===== config.mk =====
export PLATFORM = sky130hd
export DESIGN_NAME = present_mux_nx1_skid
export DESIGN_NICKNAME = d
export VERILOG_FILES = /design/src/rtl/present_pkg.sv /design/src/rtl/present_skid_reg.sv /design/src/rtl/present_mux_nx1_skid.sv
export SDC_FILE = /design/constraint.sdc
export NUM_CORES = 1
export LEC_CHECK = 0
export BUFFER_PORTS_ARGS = -buffer_cell sky130_fd_sc_hd__clkbuf_2
export CAP_MARGIN = 0
export CELL_PAD_IN_SITES_DETAIL_PLACEMENT = 1
export CELL_PAD_IN_SITES_GLOBAL_PLACEMENT = 1
export CORE_MARGIN = 5
export CORE_UTILIZATION = 34
export DETAILED_ROUTE_END_ITERATION = 12
export PLACE_DENSITY = 0.88
export SKIP_CTS_REPAIR_TIMING = 1
export SYNTH_ARGS = -nofsm -noshare
export SYNTH_HDL_FRONTEND = slang
export SYNTH_SLANG_ARGS = --single-unit

===== constraint.sdc =====
create_clock -name clk -period 1.4 [get_ports clk]
set_input_delay 0.07 -clock clk [delete_from_list [all_inputs] [get_ports clk]]
set_output_delay 0.07 -clock clk [all_outputs]
set_load 0.005 [all_outputs]

===== src/rtl/present_pkg.sv =====
`default_nettype none
// ============================================================================
// Module : present_pkg
// Brief  : Shared widths and skid-buffer state encoding for the PRESENT
//          datapath selector.
// Rev    : 1.0  initial release
// ============================================================================
package present_pkg;

  localparam int PRESENT_KEY_W   = 80;
  localparam int PRESENT_STATE_W = 64;

  // Occupancy of the 2-entry skid register.
  typedef enum logic [1:0] {
    EMPTY = 2'd0,
    ONE   = 2'd1,
    TWO   = 2'd2
  } skid_state_t;

  // Select width for n channels; a 1-channel or 2-channel mux still needs one bit.
  function automatic int sel_width(input int n);
    return (n <= 2) ? 1 : $clog2(n);
  endfunction

endpackage
`default_nettype wire


===== src/rtl/present_skid_reg.sv =====
`default_nettype none
// ============================================================================
// Module : present_skid_reg
// Brief  : 2-entry registered skid buffer with valid/ready on both sides.
//          Main entry drives the output; skid entry absorbs one word while
//          the output is stalled. in_ready is registered.
// Rev    : 1.0  initial release
// ============================================================================
module present_skid_reg
  import present_pkg::*;
#(
  parameter int WIDTH = 8
) (
  input  logic             clk,
  input  logic             rst_n,
  input  logic [WIDTH-1:0] in_data,
  input  logic             in_valid,
  output logic             in_ready,
  output logic [WIDTH-1:0] out_data,
  output logic             out_valid,
  input  logic             out_ready
);

  skid_state_t      state_q;
  skid_state_t      state_d;
  logic [WIDTH-1:0] main_q;
  logic [WIDTH-1:0] main_d;
  logic [WIDTH-1:0] skid_q;
  logic [WIDTH-1:0] skid_d;
  logic             ready_q;
  logic             in_xfer;
  logic             out_xfer;

  assign in_xfer   = in_valid & ready_q;
  assign out_xfer  = (state_q != EMPTY) & out_ready;
  assign in_ready  = ready_q;
  assign out_valid = (state_q != EMPTY);
  assign out_data  = main_q;

  // State, storage and the registered ready flag; reset drops every held word.
  always_ff @(posedge clk) begin
    if (!rst_n) begin
      state_q <= EMPTY;
      main_q  <= '0;
      skid_q  <= '0;
      ready_q <= 1'b0;
    end else begin
      state_q <= state_d;
      main_q  <= main_d;
      skid_q  <= skid_d;
      ready_q <= (state_d != TWO);
    end
  end

  // Next occupancy and entry loads; data registers change only on a transfer.
  always_comb begin
    state_d = state_q;
    main_d  = main_q;
    skid_d  = skid_q;
    case (state_q)
      EMPTY: begin
        if (in_xfer) begin
          main_d  = in_data;
          state_d = ONE;
        end
      end
      ONE: begin
        if (in_xfer && out_xfer) begin
          main_d = in_data;
        end else if (in_xfer) begin
          skid_d  = in_data;
          state_d = TWO;
        end else if (out_xfer) begin
          state_d = EMPTY;
        end
      end
      TWO: begin
        // ready_q is low here, so no input can arrive in this state.
        if (out_xfer) begin
          main_d  = skid_q;
          state_d = ONE;
        end
      end
      default: begin
        state_d = EMPTY;
      end
    endcase
  end

endmodule
`default_nettype wire


===== src/rtl/present_mux_nx1_skid.sv =====
`default_nettype none
// ============================================================================
// Module : present_mux_nx1_skid
// Brief  : N-to-1 channel selector for the PRESENT key/state load paths with
//          a registered 2-entry skid output. Out-of-range selects forward
//          channel 0 with tag 0 and raise a sticky error flag.
// Rev    : 1.0  initial release
// ============================================================================
module present_mux_nx1_skid
  import present_pkg::*;
#(
  parameter int  WIDTH = PRESENT_KEY_W,
  parameter int  N_IN  = 2,
  localparam int SEL_W = sel_width(N_IN)
) (
  input  logic                  clk,
  input  logic                  rst_n,
  input  logic [N_IN*WIDTH-1:0] in_data,
  input  logic [SEL_W-1:0]      in_sel,
  input  logic                  in_valid,
  output logic                  in_ready,
  output logic [WIDTH-1:0]      out_data,
  output logic [SEL_W-1:0]      out_sel,
  output logic                  out_valid,
  input  logic                  out_ready,
  output logic                  sel_err
);

  // Full power-of-two decode table; slots past N_IN alias channel 0.
  localparam int N_SLOT = 1 << SEL_W;

  logic [WIDTH-1:0]       chan [N_SLOT];
  logic                   sel_bad;
  logic [SEL_W-1:0]       sel_tag;
  logic [WIDTH-1:0]       sel_data;
  logic                   err_q;
  logic [SEL_W+WIDTH-1:0] pack_in;
  logic [SEL_W+WIDTH-1:0] pack_out;

  generate
    for (genvar k = 0; k < N_SLOT; k++) begin : g_chan
      if (k < N_IN) begin : g_real
        assign chan[k] = in_data[k*WIDTH +: WIDTH];
      end else begin : g_alias
        assign chan[k] = in_data[WIDTH-1:0];
      end
    end

    if (N_IN == N_SLOT) begin : g_pow2
      assign sel_bad = 1'b0;
    end else begin : g_npow2
      localparam logic [SEL_W-1:0] MAX_SEL = SEL_W'(N_IN - 1);
      assign sel_bad = (in_sel > MAX_SEL);
    end
  endgenerate

  assign sel_data = chan[in_sel];
  assign sel_tag  = sel_bad ? '0 : in_sel;
  assign pack_in  = {sel_tag, sel_data};
  assign out_sel  = pack_out[SEL_W+WIDTH-1:WIDTH];
  assign out_data = pack_out[WIDTH-1:0];
  assign sel_err  = err_q;

  // Sticky flag: set when an out-of-range select is actually accepted.
  always_ff @(posedge clk) begin
    if (!rst_n) begin
      err_q <= 1'b0;
    end else if (in_valid && in_ready && sel_bad) begin
      err_q <= 1'b1;
    end
  end

  present_skid_reg #(
    .WIDTH (SEL_W + WIDTH)
  ) u_skid (
    .clk       (clk),
    .rst_n     (rst_n),
    .in_data   (pack_in),
    .in_valid  (in_valid),
    .in_ready  (in_ready),
    .out_data  (pack_out),
    .out_valid (out_valid),
    .out_ready (out_ready)
  );

endmodule
`default_nettype wire

==> results.md <==
- Status: finished, violations left
- Violated checks: negative setup slack
- Initial core utilization: 0.346
- Post-DR wirelength/cell: around 18 microns
- Clock transition at the registers of the reported paths: 0.07 ns
- Period minus WS final: between 1.5 and 2 ns
- Synth unique cells: 23
- Share of cells above drive strength 1: 0.352
- Die W: about 160 microns
- Num CTS Buffers: 17
- Die H: roughly 160 microns
- Clock skew: just over 0.009 ns
- Cell area after synthesis: about 7500 sq um
- Buf/Inv on CP: 3
- CTS max path bufs: 2
- Flip-flop and latch count after synthesis: 165
- H-tree Lvls: 4
- Max cap viols: 0
- Post-synth EDFFs: 0
- RSZ-0062 raised after global routing: yes
- R2r worst-path depth: 7
- LEAKAGE: between 5 and 6 nW
- Placed Cells: between 1,000 and 1,500
- Min-delay src: out_ready
- Hold path endpoint: u_skid.in_ready
- Crit. End Element: flip-flop
- Fin cells: around 1,400
- Syn nets: approximately 1,000
- CP Class: flip-flop to flip-flop
- Core Footprint: 21,800 sq um
- Hpwl dp: ~17,000 microns
- DRT iter0 DRCs: 235
- Async SR Flop Fraction: 0
- Worst r2r src: u_skid.in_ready
- First-pass GRT wire length: roughly 37,000 microns
- Tot GR Track Use: 0.172
- ANT cells: 0
- Avg Inst Size Synth: about 9 sq um
- # IOs: 249
- Register area share after synthesis: 0.438
- Vias: 7,275
- Area growth, synth to finish: 38.3%
- FMAX: 665 MHz
- CP dominant cell by count: buf_12
- CTS tree: yes
- Tcrit/Tclk final: 1.07
- CP Launch Type: flip-flop
- Worst hold path cell count: 3
- Max incr delay on CP: ~0.35 ns
- Post-Place Setup Slack: -0.137 ns
- Routed WL: 24,800 microns
- Via/cell ratio: 5.30
- Vias in the first global route: around 7,600
- FILL cells: 2,520
- Cells along the critical path: nand2_2 > o31ai_4 > buf_6 > buf_12 > buf_12 > o2111ai_1 > o21ai_2
- Cell Pwr Density: 1130 nW/um^2
- Drt drc: 0
- Die area: about 25,000 sq um
- Slew Viols, Final: 0
- Final hold violation count: 0
- Initial antenna violation count: 0
- Congestion Overflow GR: 0
- Post-synth top flop: dfxtp_1
- Cell count after synthesis: 837
- ANT nets after route: 0
- Final setup vio count: 57
- Hold Crit Class: input port to flip-flop
- Synth warn: 0
- Clk_lat worst skew: between 0.4 and 0.5 ns
- Overall power: 11.8 mW
- Clk sink count: about 170
- Crit-path max FO: 9
- Crit Reg-Reg Endpoint: u_skid.out_data[46]
- Peak supply drop: about 0.57 mV
- # port buffers: 247
- Largest net degree at the start of global routing: a little over 80
- Delay-heaviest family, CP: compound AO/OA/AOI/OAI gates
- RD Place Congestion: around 0.8
- Slowest-stage cell, CP: dfxtp_2
- Final WS setup: -0.104 ns
- Initial DRT Pass Iterations: 4
- # nets final: 1,245
- Worst Path Arrival: 1.85 ns
- Root buf cell: clkbuf_16
- Rows: 54
- Critical Path RT: around 1.7 ns
- R2R setup slack: -0.10 ns
[routing by layer]
metal | track usage | vias up | wire length (microns)
li1 | - | 3525 | -
met1 | 0.207 | 3512 | 10400
met2 | 0.303 | 209 | 12600
met3 | 0.0489 | 29 | 1380
met4 | 0.0423 | 0 | 386
met5 | 0 | - | 0
[stage by stage]
step | utilization | hold slack, ns | TNS, ns | instance area (sq um)
CTS | 0.453 | -0.0202 | -6.74 | 9890
finish | 0.478 | 0.0186 | -2.01 | 10400
global placement | 0.424 | 0.415 | -0.00561 | 9250
global route | 0.478 | 0.0236 | -13.79 | 10400
floorplan | - | 0.216 | -0.321 | 7550
detailed placement | 0.424 | 0.425 | -5.08 | 9250
[Yosys cell counts (2+ instances only)]
library cell	instances	area [sq um]
buf_4	10	75.1
o21ai_0	66	330
dfxtp_1	165	3300
mux2i_1	83	831
and2_1	3	18.8
o21ai_1	14	70.1
nor2b_1	2	12.5
buf_6	12	135
o211a_1	81	811
a21oi_1	2	10.0
clkbuf_1	53	199
buf_1	4	15.0
nand2_1	243	912
buf_2	11	55.1
o2111ai_1	80	701
[power breakdown]
group	total (mW)	internal [mW]	switching, mW
combinational	1.62	0.773	0.843
sequential	5.01	4.89	0.121
clock	5.15	3.18	1.97
total	11.8	8.85	2.94
[worst max path at each step]
stage                     slack, ns         startpoint                  end  cells past startpoint
after detailed placement      -0.14    u_skid.in_ready  u_skid.out_data[46]                      6
after floorplan              -0.004  u_skid.state_q[1]     u_skid.skid_q[0]                      6
final                         -0.10    u_skid.in_ready  u_skid.out_data[46]                      7
after CTS                     -0.14    u_skid.in_ready  u_skid.out_data[53]                      6
after global routing          -0.19  u_skid.state_q[0]  u_skid.out_data[24]                      8
after global placement       -0.003  u_skid.state_q[0]  u_skid.out_data[42]                      7
[cell type report]
cell class,instances,area (sq um),area share
Timing Repair Buffer,314,2170,0.208
Clock buffer,20,437,0.0418
Sequential cell,165,3310,0.317
Multi-Input combinational cell,582,3970,0.381
Clock inverter,12,203,0.0194
Tap cell,280,350,0.0336
[state kept, by name, indices dropped and copies added (netlist names)]
register,flops
u_skid.state_q,2
u_skid.out_data,81
u_skid.skid_q,81
u_skid.in_ready,1
[tightest hold or removal path, cell delays in order]
cell      delay (ns)
clkbuf_2        0.14
a21oi_1         0.08
nor2b_1         0.10
[layout by cell type, fill, tap and decap left out, types with 3 or more instances in the layout]
cell,count
buf_6,15
dfxtp_1,162
buf_12,19
o2111ai_1,62
clkbuf_16,24
clkbuf_1,3
mux2i_1,83
o2111ai_2,16
clkinv_4,3
nand2_1,242
bufinv_16,5
o21ai_1,34
o21ai_0,30
buf_4,25
o21ai_2,16
o211a_1,81
clkbuf_2,245
[cells by family (layout without fill, tap and decap cells)]
group | after synthesis | in the layout | share of synthesized area
AND/OR/NAND/NOR | 253 | 253 | 0.130
flip-flops | 165 | 165 | 0.438
multiplexers | 83 | 83 | 0.110
buffers and inverters | 90 | 346 | 0.0635
AO/OA/AOI/OAI | 245 | 245 | 0.258
other | 1 | 1 | 0.000497
Power figures use the tool's default switching activity.
